<file path="src/rtl/imem_loader.sv">
// Instruction-memory loader: 4-byte header + little-endian words from a byte stream into imem writes.
// Optional trailing XOR checksum byte enabled by `IMEM_LOADER_CHECKSUM_EN.
module imem_loader #(
  parameter int unsigned DEPTH  = 1024,
  parameter int unsigned ADDR_W = 10
) (
  input  logic              clk,
  input  logic              rst_n,
  input  logic              start,
  input  logic              in_valid,
  input  logic [7:0]        in_data,
  output logic              in_ready,
  output logic              mem_we,
  output logic [ADDR_W-1:0] mem_addr,
  output logic [31:0]       mem_wdata,
  output logic              busy,
  output logic              done,
  output logic              err
);

  localparam int unsigned CNT_W = 16;
  localparam int unsigned SUM_W = CNT_W + 1;

  typedef enum logic [2:0] {
    S_IDLE,
    S_HDR,
    S_DATA,
`ifdef IMEM_LOADER_CHECKSUM_EN
    S_CKS,
`endif
    S_DONE,
    S_ERR
  } state_e;

  // State entered once the last data word (or an empty header) has been taken.
  localparam state_e S_FIN =
`ifdef IMEM_LOADER_CHECKSUM_EN
    S_CKS;
`else
    S_DONE;
`endif

  state_e              state_q, state_d;
  logic [1:0]          cnt_q, cnt_d;
  logic [23:0]         hdr_q, hdr_d;
  logic [23:0]         wbuf_q, wbuf_d;
  logic [ADDR_W-1:0]   waddr_q, waddr_d;
  logic [CNT_W-1:0]    left_q, left_d;
  logic                mem_we_q, mem_we_d;
  logic [ADDR_W-1:0]   mem_addr_q, mem_addr_d;
  logic [31:0]         mem_wdata_q, mem_wdata_d;
  logic                in_ready_q, in_ready_d;
  logic                busy_q, busy_d;
  logic                done_q, done_d;
  logic                err_q, err_d;
`ifdef IMEM_LOADER_CHECKSUM_EN
  logic [7:0]          csum_q, csum_d;
`endif

  logic                xfer;
  logic [CNT_W-1:0]    nwords;
  logic [SUM_W-1:0]    end_addr;

  assign xfer = in_valid & in_ready_q;

  // Next-state, datapath and registered-output decode.
  always_comb begin
    state_d     = state_q;
    cnt_d       = cnt_q;
    hdr_d       = hdr_q;
    wbuf_d      = wbuf_q;
    waddr_d     = waddr_q;
    left_d      = left_q;
    mem_we_d    = 1'b0;
    mem_addr_d  = mem_addr_q;
    mem_wdata_d = mem_wdata_q;
`ifdef IMEM_LOADER_CHECKSUM_EN
    csum_d      = csum_q;
`endif
    nwords      = {in_data, hdr_q[23:16]};
    end_addr    = SUM_W'(hdr_q[15:0]) + SUM_W'(nwords);

    case (state_q)
      S_IDLE, S_DONE, S_ERR: begin
        if (start) begin
          state_d = S_HDR;
          cnt_d   = 2'd0;
`ifdef IMEM_LOADER_CHECKSUM_EN
          csum_d  = 8'd0;
`endif
        end
      end
      S_HDR: begin
        if (xfer) begin
          cnt_d = cnt_q + 2'd1;
`ifdef IMEM_LOADER_CHECKSUM_EN
          csum_d = csum_q ^ in_data;
`endif
          case (cnt_q)
            2'd0:    hdr_d[7:0]   = in_data;
            2'd1:    hdr_d[15:8]  = in_data;
            2'd2:    hdr_d[23:16] = in_data;
            default: begin
              waddr_d = ADDR_W'(hdr_q[15:0]);
              left_d  = nwords;
              if (end_addr > SUM_W'(DEPTH)) begin
                state_d = S_ERR;
              end else if (nwords == '0) begin
                state_d = S_FIN;
              end else begin
                state_d = S_DATA;
              end
            end
          endcase
        end
      end
      S_DATA: begin
        if (xfer) begin
          cnt_d = cnt_q + 2'd1;
`ifdef IMEM_LOADER_CHECKSUM_EN
          csum_d = csum_q ^ in_data;
`endif
          case (cnt_q)
            2'd0:    wbuf_d[7:0]   = in_data;
            2'd1:    wbuf_d[15:8]  = in_data;
            2'd2:    wbuf_d[23:16] = in_data;
            default: begin
              mem_we_d    = 1'b1;
              mem_addr_d  = waddr_q;
              mem_wdata_d = {in_data, wbuf_q};
              waddr_d     = waddr_q + ADDR_W'(1);
              left_d      = left_q - CNT_W'(1);
              if (left_q == CNT_W'(1)) state_d = S_FIN;
            end
          endcase
        end
      end
`ifdef IMEM_LOADER_CHECKSUM_EN
      S_CKS: begin
        if (xfer) state_d = (in_data == csum_q) ? S_DONE : S_ERR;
      end
`endif
      default: state_d = S_IDLE;
    endcase

    busy_d     = (state_d == S_HDR) || (state_d == S_DATA)
`ifdef IMEM_LOADER_CHECKSUM_EN
                 || (state_d == S_CKS)
`endif
                 ;
    in_ready_d = busy_d;
    done_d     = (state_d == S_DONE);
    err_d      = (state_d == S_ERR);
  end

  always_ff @(posedge clk or negedge rst_n) begin
    if (!rst_n) begin
      state_q     <= S_IDLE;
      cnt_q       <= 2'd0;
      hdr_q       <= '0;
      wbuf_q      <= '0;
      waddr_q     <= '0;
      left_q      <= '0;
      mem_we_q    <= 1'b0;
      mem_addr_q  <= '0;
      mem_wdata_q <= '0;
      in_ready_q  <= 1'b0;
      busy_q      <= 1'b0;
      done_q      <= 1'b0;
      err_q       <= 1'b0;
`ifdef IMEM_LOADER_CHECKSUM_EN
      csum_q      <= '0;
`endif
    end else begin
      state_q     <= state_d;
      cnt_q       <= cnt_d;
      hdr_q       <= hdr_d;
      wbuf_q      <= wbuf_d;
      waddr_q     <= waddr_d;
      left_q      <= left_d;
      mem_we_q    <= mem_we_d;
      mem_addr_q  <= mem_addr_d;
      mem_wdata_q <= mem_wdata_d;
      in_ready_q  <= in_ready_d;
      busy_q      <= busy_d;
      done_q      <= done_d;
      err_q       <= err_d;
`ifdef IMEM_LOADER_CHECKSUM_EN
      csum_q      <= csum_d;
`endif
    end
  end

  assign in_ready  = in_ready_q;
  assign mem_we    = mem_we_q;
  assign mem_addr  = mem_addr_q;
  assign mem_wdata = mem_wdata_q;
  assign busy      = busy_q;
  assign done      = done_q;
  assign err       = err_q;

endmodule

</file>
<file path="config.mk">
export PLATFORM = sky130hd
export DESIGN_NAME = imem_loader
export DESIGN_NICKNAME = d
export VERILOG_FILES = /design/src/rtl/imem_loader.sv
export SDC_FILE = /design/constraint.sdc
export NUM_CORES = 1
export LEC_CHECK = 0
export ABC_AREA = 1
export ABC_CLOCK_PERIOD_IN_PS = 4950
export BUFFER_PORTS_ARGS = -buffer_cell sky130_fd_sc_hd__buf_2
export CORE_UTILIZATION = 50
export DETAILED_ROUTE_END_ITERATION = 16
export GPL_ROUTABILITY_DRIVEN = 0
export GPL_TIMING_DRIVEN = 0
export HOLD_SLACK_MARGIN = 0.05
export PLACE_DENSITY = 0.69
export SLEW_MARGIN = 20
export SYNTH_ARGS = -nofsm -noshare
export SYNTH_HDL_FRONTEND = slang
export SYNTH_SLANG_ARGS = --single-unit
</file>
<file path="constraint.sdc">
create_clock -name clk -period 4.95 [get_ports clk]
set_clock_uncertainty 0.2 [all_clocks]
set_input_delay 1.2375 -clock clk [delete_from_list [all_inputs] [get_ports clk]]
set_output_delay 1.2375 -clock clk [all_outputs]
set_load 0.005 [all_outputs]
</file>
# Word-level counts from Yosys, hierarchy flattened
# Cells that the tools add are included.
[totals]
out_inout_bits = 47
regBits = 125
in_bits = 12
[op_classes]
n_bitwise = 2
eq_ne = 17
add_sub_neg = 4
n_lt_le_gt_ge = 1
mux = 25
reduce_logical = 18
[op_table]
columns = ["op", "count"]
rows = [
  ["$mux W16", 4],
  ["$mux W10", 4],
  ["$pmux W16 S2", 1],
  ["$reduce_and A3 Y1", 8],
  ["$mux W3", 7],
  ["$pmux W10 S2", 1],
  ["$add A16 B16 Y17", 1],
  ["$gt A17 B11 Y1 const B", 1],
  ["$eq A16 B1 Y1 const B", 1],
  ["$logic_not A16 Y1", 1],
  ["$sub A16 B1 Y16 const B", 1],
  ["$eq A3 B2 Y1 const B", 4],
  ["$add A10 B1 Y10 const B", 1],
  ["$ne A2 B2 Y1 const B", 5],
  ["$pmux W3 S3", 1],
  ["$eq A3 B1 Y1 const B", 2],
  ["$eq A3 B3 Y1 const B", 2],
  ["$reduce_or A3 Y1", 2],
  ["$reduce_and A5 Y1", 1],
  ["$mux W1", 4],
  ["$mux W2", 2],
  ["$pmux W2 S2", 1],
  ["$reduce_bool A2 Y1", 2],
  ["$logic_not A3 Y1", 1],
  ["other kinds (9)", 9],
]

# Longest topological paths before layout
# Gate-level depths: netlist (run 1).
[logic_depth]
depth_word = 8
mapped_depth = 19

# Worst setup path after synthesis (run 1)
# OpenSTA, ideal clock, no wires.
[synth_path]
kind = "input port to flip-flop"
start = "input in_data[1]"
end = "register busy_q (netlist: busy)"
required_time_ps = 4634
slack_ps = 1947
n_path_buf = 0
cell_stages = 15
t_arrival_ps = 2687
path_cell_list = "ha_1 > nand2_1 > inv_1 > nand2_1 > nand2_1 > a21oi_1 > nand2_1 > nand2_1 > nand3_2 > nor2_2 > nand2_2 > o21ai_4 > inv_2 > nand2_1 > nand2_1"
[synth_via]
elab_chain_cells = 8
[synth_rtl]
columns = ["item", "line_no", "rtl"]
rows = [
  ["start: declaration", "11", "input logic [7:0] in_data,"],
  ["$add A16 B16 Y17 *", "81", "end_addr = SUM_W'(hdr_q[15:0]) + SUM_W'(nwords);"],
  ["$gt A17 B11 Y1 *", "106", "if (end_addr > SUM_W'(DEPTH)) begin"],
  ["$mux W3 *", "106", ""],
  ["$mux W3 *", "99", "case (cnt_q)"],
  ["$mux W3 *", "94", "if (xfer) begin"],
  ["$pmux W3 S3 *", "83", "case (state_q)"],
  ["named net state_d[1]", "43", "state_e state_q, state_d;"],
  ["$eq A3 B1 Y1 / $eq A3 B2 Y1 (equally long branches)", "146", "busy_d = (state_d == S_HDR) || (state_d == S_DATA)"],
  ["$logic_or A1 B1 Y1 *", "146", ""],
  ["named net busy_d", "53", "logic busy_q, busy_d;"],
  ["end signal: assignment", "185", "busy_q <= busy_d;"],
  ["end: declaration", "53", ""],
]
# The timed path passes the listed nets; every way through them passes the cells marked *.
# A chain may end at the register's enable or synchronous reset.

# Final worst setup path (run 1)
[layout_path]
start = "input in_data[1]"
end = "register done_q (netlist: done)"
[layout_via]
elab_chain_cells = 7
[layout_rtl]
columns = ["item", "line_no", "rtl"]
rows = [
  ["$add A16 B16 Y17", "81", ""],
  ["$gt A17 B11 Y1", "106", ""],
  ["$mux W3", "106", ""],
  ["$mux W3", "99", ""],
  ["$mux W3", "94", ""],
  ["$pmux W3 S3", "83", ""],
  ["named net state_d[1]", "43", ""],
  ["$eq A3 B2 Y1", "152", "done_d = (state_d == S_DONE);"],
  ["named net done_d", "54", "logic done_q, done_d;"],
  ["end signal: assignment", "186", "done_q <= done_d;"],
  ["end: declaration", "54", ""],
]
# The timed path passes the listed nets, and every way through them passes these cells.

==> parameters.txt, run 1 <==
Parameter                              Value

Critical path
  Required arrival time at the worst endpoint ... 5.08 ns
  Type of origin of the critical path ... input pin
  Peak fanout along the critical path ... 5
  Path type of the worst setup path ... input pin to flop
  Setup slack of the most critical reg-to-reg path ... 2.12 ns
  Kind of capture point of the worst setup path ... flop
  Data arrival, critical path ... 3.14 ns

Logic synthesis
  Most used flip-flop cell after synthesis ... sky130_fd_sc_hd__dfrtp_1
  Warnings from Yosys ... 0
  Post-synthesis async set-or-reset flop share ... 100%
  Syn nets ... 874
  Average cell area after synthesis ... 7.84 µm²
  Proportion of synthesized chip area in sequential cells ... 47.6%
  Flops & latches, synth ... 125
  Cell Area, Synth ... 6570 µm²
  Number of different library cells in the post-synthesis netlist ... 39
  Synthesized netlist cell count ... 838
  Number of synthesized flops with an enable pin ... 0

STA
  Final setup violation count ... 0
  Maximum achievable frequency ... 0.333 GHz
  Final-report max-slew violation count ... 0
  Setup repair after global routing missed its margin ... false
  Min Clock Period, post-route ... 3.01 ns
  Portion of the clock cycle consumed by the worst path in the final layout ... 60.7%
  Final hold vios ... 0
  Rel. slew slack ... 63.2%
  Sum of negative setup slack ... 0 ns
  Measured slew at the worst slew-check pin ... 0.553 ns
  Worst-case setup margin in the final layout ... 1.94 ns

Placement
  Setup WS pre-CTS ... 1.51 ns
  Post-DP HPWL ... 11,200 µm
  Post-Place Cells ... 1,069
  I/O Buffers ... 58

Cells and area
  Number of nets in the final layout ... 952
  Count of non-filler cells in the finished layout ... 1,101
  Ratio of cells with drive above 1 in the final layout ... 15.1%
  Antenna fix cells ... 0
  Core utilization of the finished layout ... 60.5%
  Area added between synthesis and finish ... 17.2%

Detailed routing
  Average via count per standard cell ... 5.16
  DRT iter0 DRCs ... 483
  Detail-routed net length per standard cell ... 14.4 µm
  Number of detailed-routing iterations run before antenna repair ... 5
  Routed WL ... 15,900 µm
  Vias ... 5,685
  Antenna-violating nets left ... 0
  Post-route DRC ... 0

Clock tree
  Clock slew seen by the registers of the worst setup and hold paths ... 0.06 ns
  CTS Root Buffer Type ... sky130_fd_sc_hd__clkbuf_16
  Clock sink count ... 125
  Maximum count of clock buffers along a single path ... 2
  Post-CTS setup buffers ... 0
  Post-CTS Hold Fix Bufs ... 0
  Count of cells resized by post-cts repair ... 0
  Clock tree from TritonCTS ... built
  Clock latency reported for the late side of the worst-skew pair ... 0.42 ns
  Number of buffers added by the clock tree synthesis step ... 17
  H-tree level count ... 4

Global route
  Pin count of the biggest net entering global routing ... 70
  Global routing met3 resource utilization ... 4.83%
  Global-route track usage on met2 ... 40.6%
  GRT Max-Usage Layer ... met2
  Met1 routing resource usage after global routing ... 34.1%
  Initial antenna violation count ... 0
  Aggregate global routing overflow ... 0
  Global-route wire length before repair ... 26,000 µm
  Total track usage ... 25.1%
  Number of global-route vias before repair ... 5,244

Floorplan
  Initial cell density of the core ... 51.6%
  Count of pins on the block boundary ... 59
  Die outline width ... 117 µm
  Floorplan core area ... 12,700 µm²
  Count of standard-cell rows ... 41
  Die Area ... 13,600 µm²
  Chip height ... 117 µm

Power
  P_leak ... 4.07 nW
  Pwr dens ... 524 nW/µm²
  Maximum resistive drop on vdd ... 287 µV

Run status
  Run status ... finished clean

Job
  Number of maximum-capacitance violations ... 0

Min path
  Worst hold-check path type ... flop to flop
## layout make-up
cell class | count | area (µm²)
Inverter | 98 | 368
Clock inverter | 15 | 163
Sequential cell | 125 | 3130
Multi-Input combinational cell | 591 | 2960
Timing Repair Buffer | 59 | 324
Clock buffer | 17 | 425
Fill cell | 1180 | 5030
Buffer | 24 | 108
Tap cell | 172 | 215
## path summary, 6_finish.rpt
kind / endpoint / depth (start not counted) / startpoint
max: done$_DFF_PN0_ / 15 / in_data[1]
min: mem_wdata[1]$_DFFE_PN0P_ / 2 / mem_wdata[1]$_DFFE_PN0P_
max reg2reg: done$_DFF_PN0_ / 14 / hdr_q[0]$_DFFE_PN0P_
min reg2reg: mem_wdata[1]$_DFFE_PN0P_ / 2 / mem_wdata[1]$_DFFE_PN0P_
max in group asynchronous: wbuf_q[13]$_DFFE_PN0P_ / 2 / rst_n
min in group asynchronous: mem_wdata[27]$_DFFE_PN0P_ / 1 / rst_n
## cell families (layout without fill, tap and decap cells)
kind of cell | count (synthesis) | in the layout | synth area share [%]
AO/OA/AOI/OAI | 151 | 151 | 12.4
XOR/XNOR | 12 | 12 | 1.60
buffers and inverters | 122 | 213 | 7.24
AND/OR/NAND/NOR | 404 | 404 | 26.5
adder cells (fa/ha/maj) | 24 | 24 | 4.69
flip-flops | 125 | 125 | 47.6
## synth_stat cells, drive strengths merged (8+ instances only)
| master | number | share of area (%) |
|---|---|---|
| buf | 10 | 0.84 |
| nor4 | 8 | 0.76 |
| clkbuf | 14 | 0.80 |
| o21ai | 108 | 8.4 |
| a21oi | 25 | 2.0 |
| inv | 98 | 5.6 |
| nand3 | 34 | 2.9 |
| xor2 | 12 | 1.6 |
| dfrtp | 125 | 48 |
| nand2 | 284 | 17 |
| nor2 | 57 | 4.1 |
| ha | 23 | 4.4 |
## worst max-delay path, cell delays in order
cell                      delay [ns]
sky130_fd_sc_hd__buf_2          0.13
sky130_fd_sc_hd__ha_1           0.37
sky130_fd_sc_hd__nand2_1        0.16
sky130_fd_sc_hd__inv_1          0.05
sky130_fd_sc_hd__nand2_1        0.06
sky130_fd_sc_hd__nand2_1        0.06
sky130_fd_sc_hd__a21oi_1        0.20
sky130_fd_sc_hd__nand2_1        0.08
sky130_fd_sc_hd__nand2_1        0.08
sky130_fd_sc_hd__nand3_2        0.08
sky130_fd_sc_hd__nor2_2         0.16
sky130_fd_sc_hd__nand2_2        0.11
sky130_fd_sc_hd__o21ai_4        0.17
sky130_fd_sc_hd__inv_2          0.06
sky130_fd_sc_hd__a21oi_1        0.14
## report_power, final
group	leakage (nW)	internal, W	switching (W)
combinational	2.14	0.000495	0.000832
sequential	1.65	0.00124	0.000230
clock	0.281	0.000747	0.000489
total	4.07	0.00248	0.00155
## layout by cell type, fill, tap and decap left out, types with 2 or more instances in the layout
cell	count
sky130_fd_sc_hd__nand3_2	4
sky130_fd_sc_hd__nand3_1	30
sky130_fd_sc_hd__clkinv_2	2
sky130_fd_sc_hd__o221ai_1	4
sky130_fd_sc_hd__buf_2	65
sky130_fd_sc_hd__bufinv_16	2
sky130_fd_sc_hd__inv_2	8
sky130_fd_sc_hd__clkinvlp_4	3
sky130_fd_sc_hd__o22ai_1	7
sky130_fd_sc_hd__and2_1	3
sky130_fd_sc_hd__o21ai_1	8
sky130_fd_sc_hd__nand2_2	9
sky130_fd_sc_hd__nor4_1	8
sky130_fd_sc_hd__nor2_2	9
sky130_fd_sc_hd__a21oi_1	24
sky130_fd_sc_hd__inv_6	4
sky130_fd_sc_hd__nor2_4	4
sky130_fd_sc_hd__xor2_1	12
sky130_fd_sc_hd__clkbuf_16	17
sky130_fd_sc_hd__clkbuf_1	14
sky130_fd_sc_hd__inv_1	90
sky130_fd_sc_hd__buf_4	2
sky130_fd_sc_hd__nand3b_1	3
sky130_fd_sc_hd__dfrtp_1	125
sky130_fd_sc_hd__nor3_1	4
sky130_fd_sc_hd__nand2_1	275
sky130_fd_sc_hd__nand4_1	5
sky130_fd_sc_hd__ha_1	23
sky130_fd_sc_hd__o211ai_1	3
sky130_fd_sc_hd__o21ai_0	99
sky130_fd_sc_hd__clkinv_4	4
sky130_fd_sc_hd__nor2_1	44
## per-layer routing
layer	part of all wire [%]	wire [µm]	up-vias
li1	-	-	2856
met1	47	7530	2674
met2	47	7420	137
met3	4.6	734	18
met4	1.3	212	0
met5	0	0	-
## metrics by stage
stage,hold WS (ns),power [W],cell area (µm²)
6_report,0.263,0.00403,7690
4_1_cts,0.268,0.00403,7690
5_1_grt,0.294,0.00432,7690
2_1_floorplan,0.249,0.00246,6570
3_5_place_dp,0.253,0.00279,7110
3_3_place_gp,0.249,0.00276,7070
## sequential cells by signal (all words and copies together), names as in the netlist
signal	cells
mem_wdata	32
hdr_q	24
wbuf_q	24
left_q	16
mem_addr	10
waddr_q	10
state_q	3
cnt_q	2
busy	1
done	1
err	1
mem_we	1
No activity file was read; power rests on OpenSTA's default activity.
==> run 2, diff against run 1 <==
--- a/config.mk
+++ b/config.mk
@@ -6,7 +6,7 @@
 export NUM_CORES = 1
 export LEC_CHECK = 0
 export ABC_AREA = 1
-export ABC_CLOCK_PERIOD_IN_PS = 4950
+export ABC_CLOCK_PERIOD_IN_PS = 2800
 export BUFFER_PORTS_ARGS = -buffer_cell sky130_fd_sc_hd__buf_2
 export CORE_UTILIZATION = 50
 export DETAILED_ROUTE_END_ITERATION = 16
==> constraint.sdc (replaced) <==
create_clock -name clk -period 2.8 [get_ports clk]
set_clock_uncertainty 0.2 [all_clocks]
set_input_delay 0.7 -clock clk [delete_from_list [all_inputs] [get_ports clk]]
set_output_delay 0.7 -clock clk [all_outputs]
set_load 0.005 [all_outputs]
==> parameters.txt, run 2 (same netlist as run 1, synthesis figures left out) <==
Parameter                              Value

Run status
  Run status ... finished clean

Clock tree
  Clock slew seen by the registers of the worst setup and hold paths ... 0.06 ns
  Post-CTS Hold Fix Bufs ... 0
  H-tree level count ... 4
  Number of buffers added by the clock tree synthesis step ... 17
  Clock sink count ... 125
  Maximum count of clock buffers along a single path ... 2
  Clock latency reported for the late side of the worst-skew pair ... 0.42 ns
  CTS Root Buffer Type ... sky130_fd_sc_hd__clkbuf_16
  Clock tree from TritonCTS ... built

Detailed routing
  Routed wire length on met3 ... 669 µm
  Routed WL ... 16,000 µm
  Detail-routed net length per standard cell ... 14.5 µm
  Topmost layer with routed signal wires ... met4
  Number of detailed-routing iterations run before antenna repair ... 5
  Post-Route M1 WL ... 7590 µm
  Vias ... 5,673
  Post-route DRC ... 0
  WL met2 ... 7470 µm
  Antenna-violating nets left ... 0
  Average via count per standard cell ... 5.13
  DRT iter0 DRCs ... 484

STA
  Portion of the clock cycle consumed by the worst path in the final layout ... 96.0%
  Worst-case setup margin in the final layout ... 0.112 ns
  Sum of negative setup slack ... 0 ns
  Rel. slew slack ... 62.8%
  Hold Worst Slack ... 0.0386 ns
  Min Clock Period, post-route ... 2.69 ns
  Final-report max-slew violation count ... 0
  Measured slew at the worst slew-check pin ... 0.557 ns
  Maximum achievable frequency ... 0.372 GHz
  Final hold vios ... 0
  Final setup violation count ... 0

Cells and area
  Number of flip-flops under the largest register name ... 32
  Top library cells by usage in the layout, fill and taps aside ... sky130_fd_sc_hd__nand2_1 (274), sky130_fd_sc_hd__dfrtp_1 (125), sky130_fd_sc_hd__o21ai_0 (99), sky130_fd_sc_hd__inv_1 (90), sky130_fd_sc_hd__buf_2 (65)
  Most common cell after layout, fill and taps aside ... sky130_fd_sc_hd__nand2_1
  Antenna fix cells ... 0
  Ratio of cells with drive above 1 in the final layout ... 15.9%
  Count of non-filler cells in the finished layout ... 1,105
  Number of nets in the final layout ... 956
  Area added between synthesis and finish ... 18.2%

Global route
  Global-route wire length before repair ... 26,000 µm
  Initial antenna violation count ... 0
  Pin count of the biggest net entering global routing ... 70
  Aggregate global routing overflow ... 0
  Number of global-route vias before repair ... 5,249
  Total track usage ... 25.1%

Critical path
  CP Cell Sequence ... ha_4 -> fa_1 -> or2_4 -> nor2_4 -> nand3_1 -> nor2_1 -> nand2_1 -> nor2_1 -> nand3_1 -> nand2_2 -> nand2_4 -> o21ai_4 -> inv_2 -> nand2_1 -> nand2_1
  Required arrival time at the worst endpoint ... 2.91 ns
  Peak fanout along the critical path ... 3
  Cell with the largest stage delay on the worst path ... sky130_fd_sc_hd__dfrtp_1
  Crit-path max cell delay ... 0.44 ns
  Most frequent CP cell ... sky130_fd_sc_hd__nand2_1
  Type of origin of the critical path ... flop
  Data arrival, critical path ... 2.80 ns
  Kind of capture point of the worst setup path ... flop
  Path type of the worst setup path ... flop to flop

Job
  Number of maximum-capacitance violations ... 0

Floorplan
  Die Area ... 13,600 µm²
  Initial cell density of the core ... 51.6%
  Count of pins on the block boundary ... 59
  Floorplan core area ... 12,700 µm²
  Count of standard-cell rows ... 41
  Die outline width ... 117 µm
  Chip height ... 117 µm

Power
  Maximum resistive drop on vdd ... 514 µV
  Pwr dens ... 933 nW/µm²
  P_leak ... 4.10 nW

Placement
  Post-Place Cells ... 1,069
  Post-DP HPWL ... 11,200 µm
  Setup WS pre-CTS ... -0.0997 ns
  I/O Buffers ... 58

Min path
  Worst hold-check path type ... input pin to asynchronous set/reset pin
## run 2: through the flow
stage          util (%)  power (W)  area, µm²
2_1_floorplan         -    0.00434       6570
3_3_place_gp       55.6    0.00488       7070
3_5_place_dp       55.9    0.00494       7110
4_1_cts            60.5    0.00713       7700
5_1_grt            61.0    0.00777       7760
6_report           61.0    0.00724       7760
## run 2: final timing paths
kind | cells after the start | startpoint | to | slack (ns)
min in group clk | 2 | mem_wdata[16]$_DFFE_PN0P_ | mem_wdata[16]$_DFFE_PN0P_ | 0.26
max | 15 | hdr_q[16]$_DFFE_PN0P_ | busy$_DFF_PN0_ | 0.11
min reg2reg | 2 | mem_wdata[16]$_DFFE_PN0P_ | mem_wdata[16]$_DFFE_PN0P_ | 0.26
min | 1 | rst_n | mem_wdata[27]$_DFFE_PN0P_ | 0.04
max in group asynchronous | 2 | rst_n | hdr_q[9]$_DFFE_PN0P_ | 1.64
max reg2reg | 15 | hdr_q[16]$_DFFE_PN0P_ | busy$_DFF_PN0_ | 0.11
## run 2: critical path, delay by kind of cell, from the launching register on
family	cells	cell delay [ns]
buffers and inverters	1	0.06
DFF	1	0.44
and+or+nand+nor	11	1.09
AOI/OAI and AO/OA	1	0.18
adders and majority gates	2	0.62
## run 2: metal layers
| metal | vias to the layer above | global-route usage [%] |
|---|---|---|
| li1 | 2860 | - |
| met1 | 2670 | 34.2 |
| met2 | 127 | 40.8 |
| met3 | 16 | 4.72 |
| met4 | 0 | 7.85 |
| met5 | - | 0 |
## run 2: layout make-up
| type | count | area (µm²) |
|---|---|---|
| Clock inverter | 15 | 163 |
| Inverter | 98 | 368 |
| Fill cell | 1171 | 4960 |
| Tap cell | 172 | 215 |
| Timing Repair Buffer | 63 | 354 |
| Clock buffer | 17 | 425 |
| Sequential cell | 125 | 3130 |
| Multi-Input combinational cell | 591 | 3000 |
| Buffer | 24 | 108 |
## run 2: what timing repair did
item,in CTS,in global routing
buffers inserted,0,4
endpoints found under the setup margin,2,5
pin swaps,0,6
endpoints found under the hold margin,0,0
resized for setup,2,7
## run 2: report_power, final
group	total [W]	internal [W]	leakage, nW	switching, W
sequential	0.00259	0.00219	1.65	0.000410
combinational	0.00246	0.000938	2.17	0.00153
clock	0.00218	0.00132	0.281	0.000862
total	0.00724	0.00444	4.10	0.00280
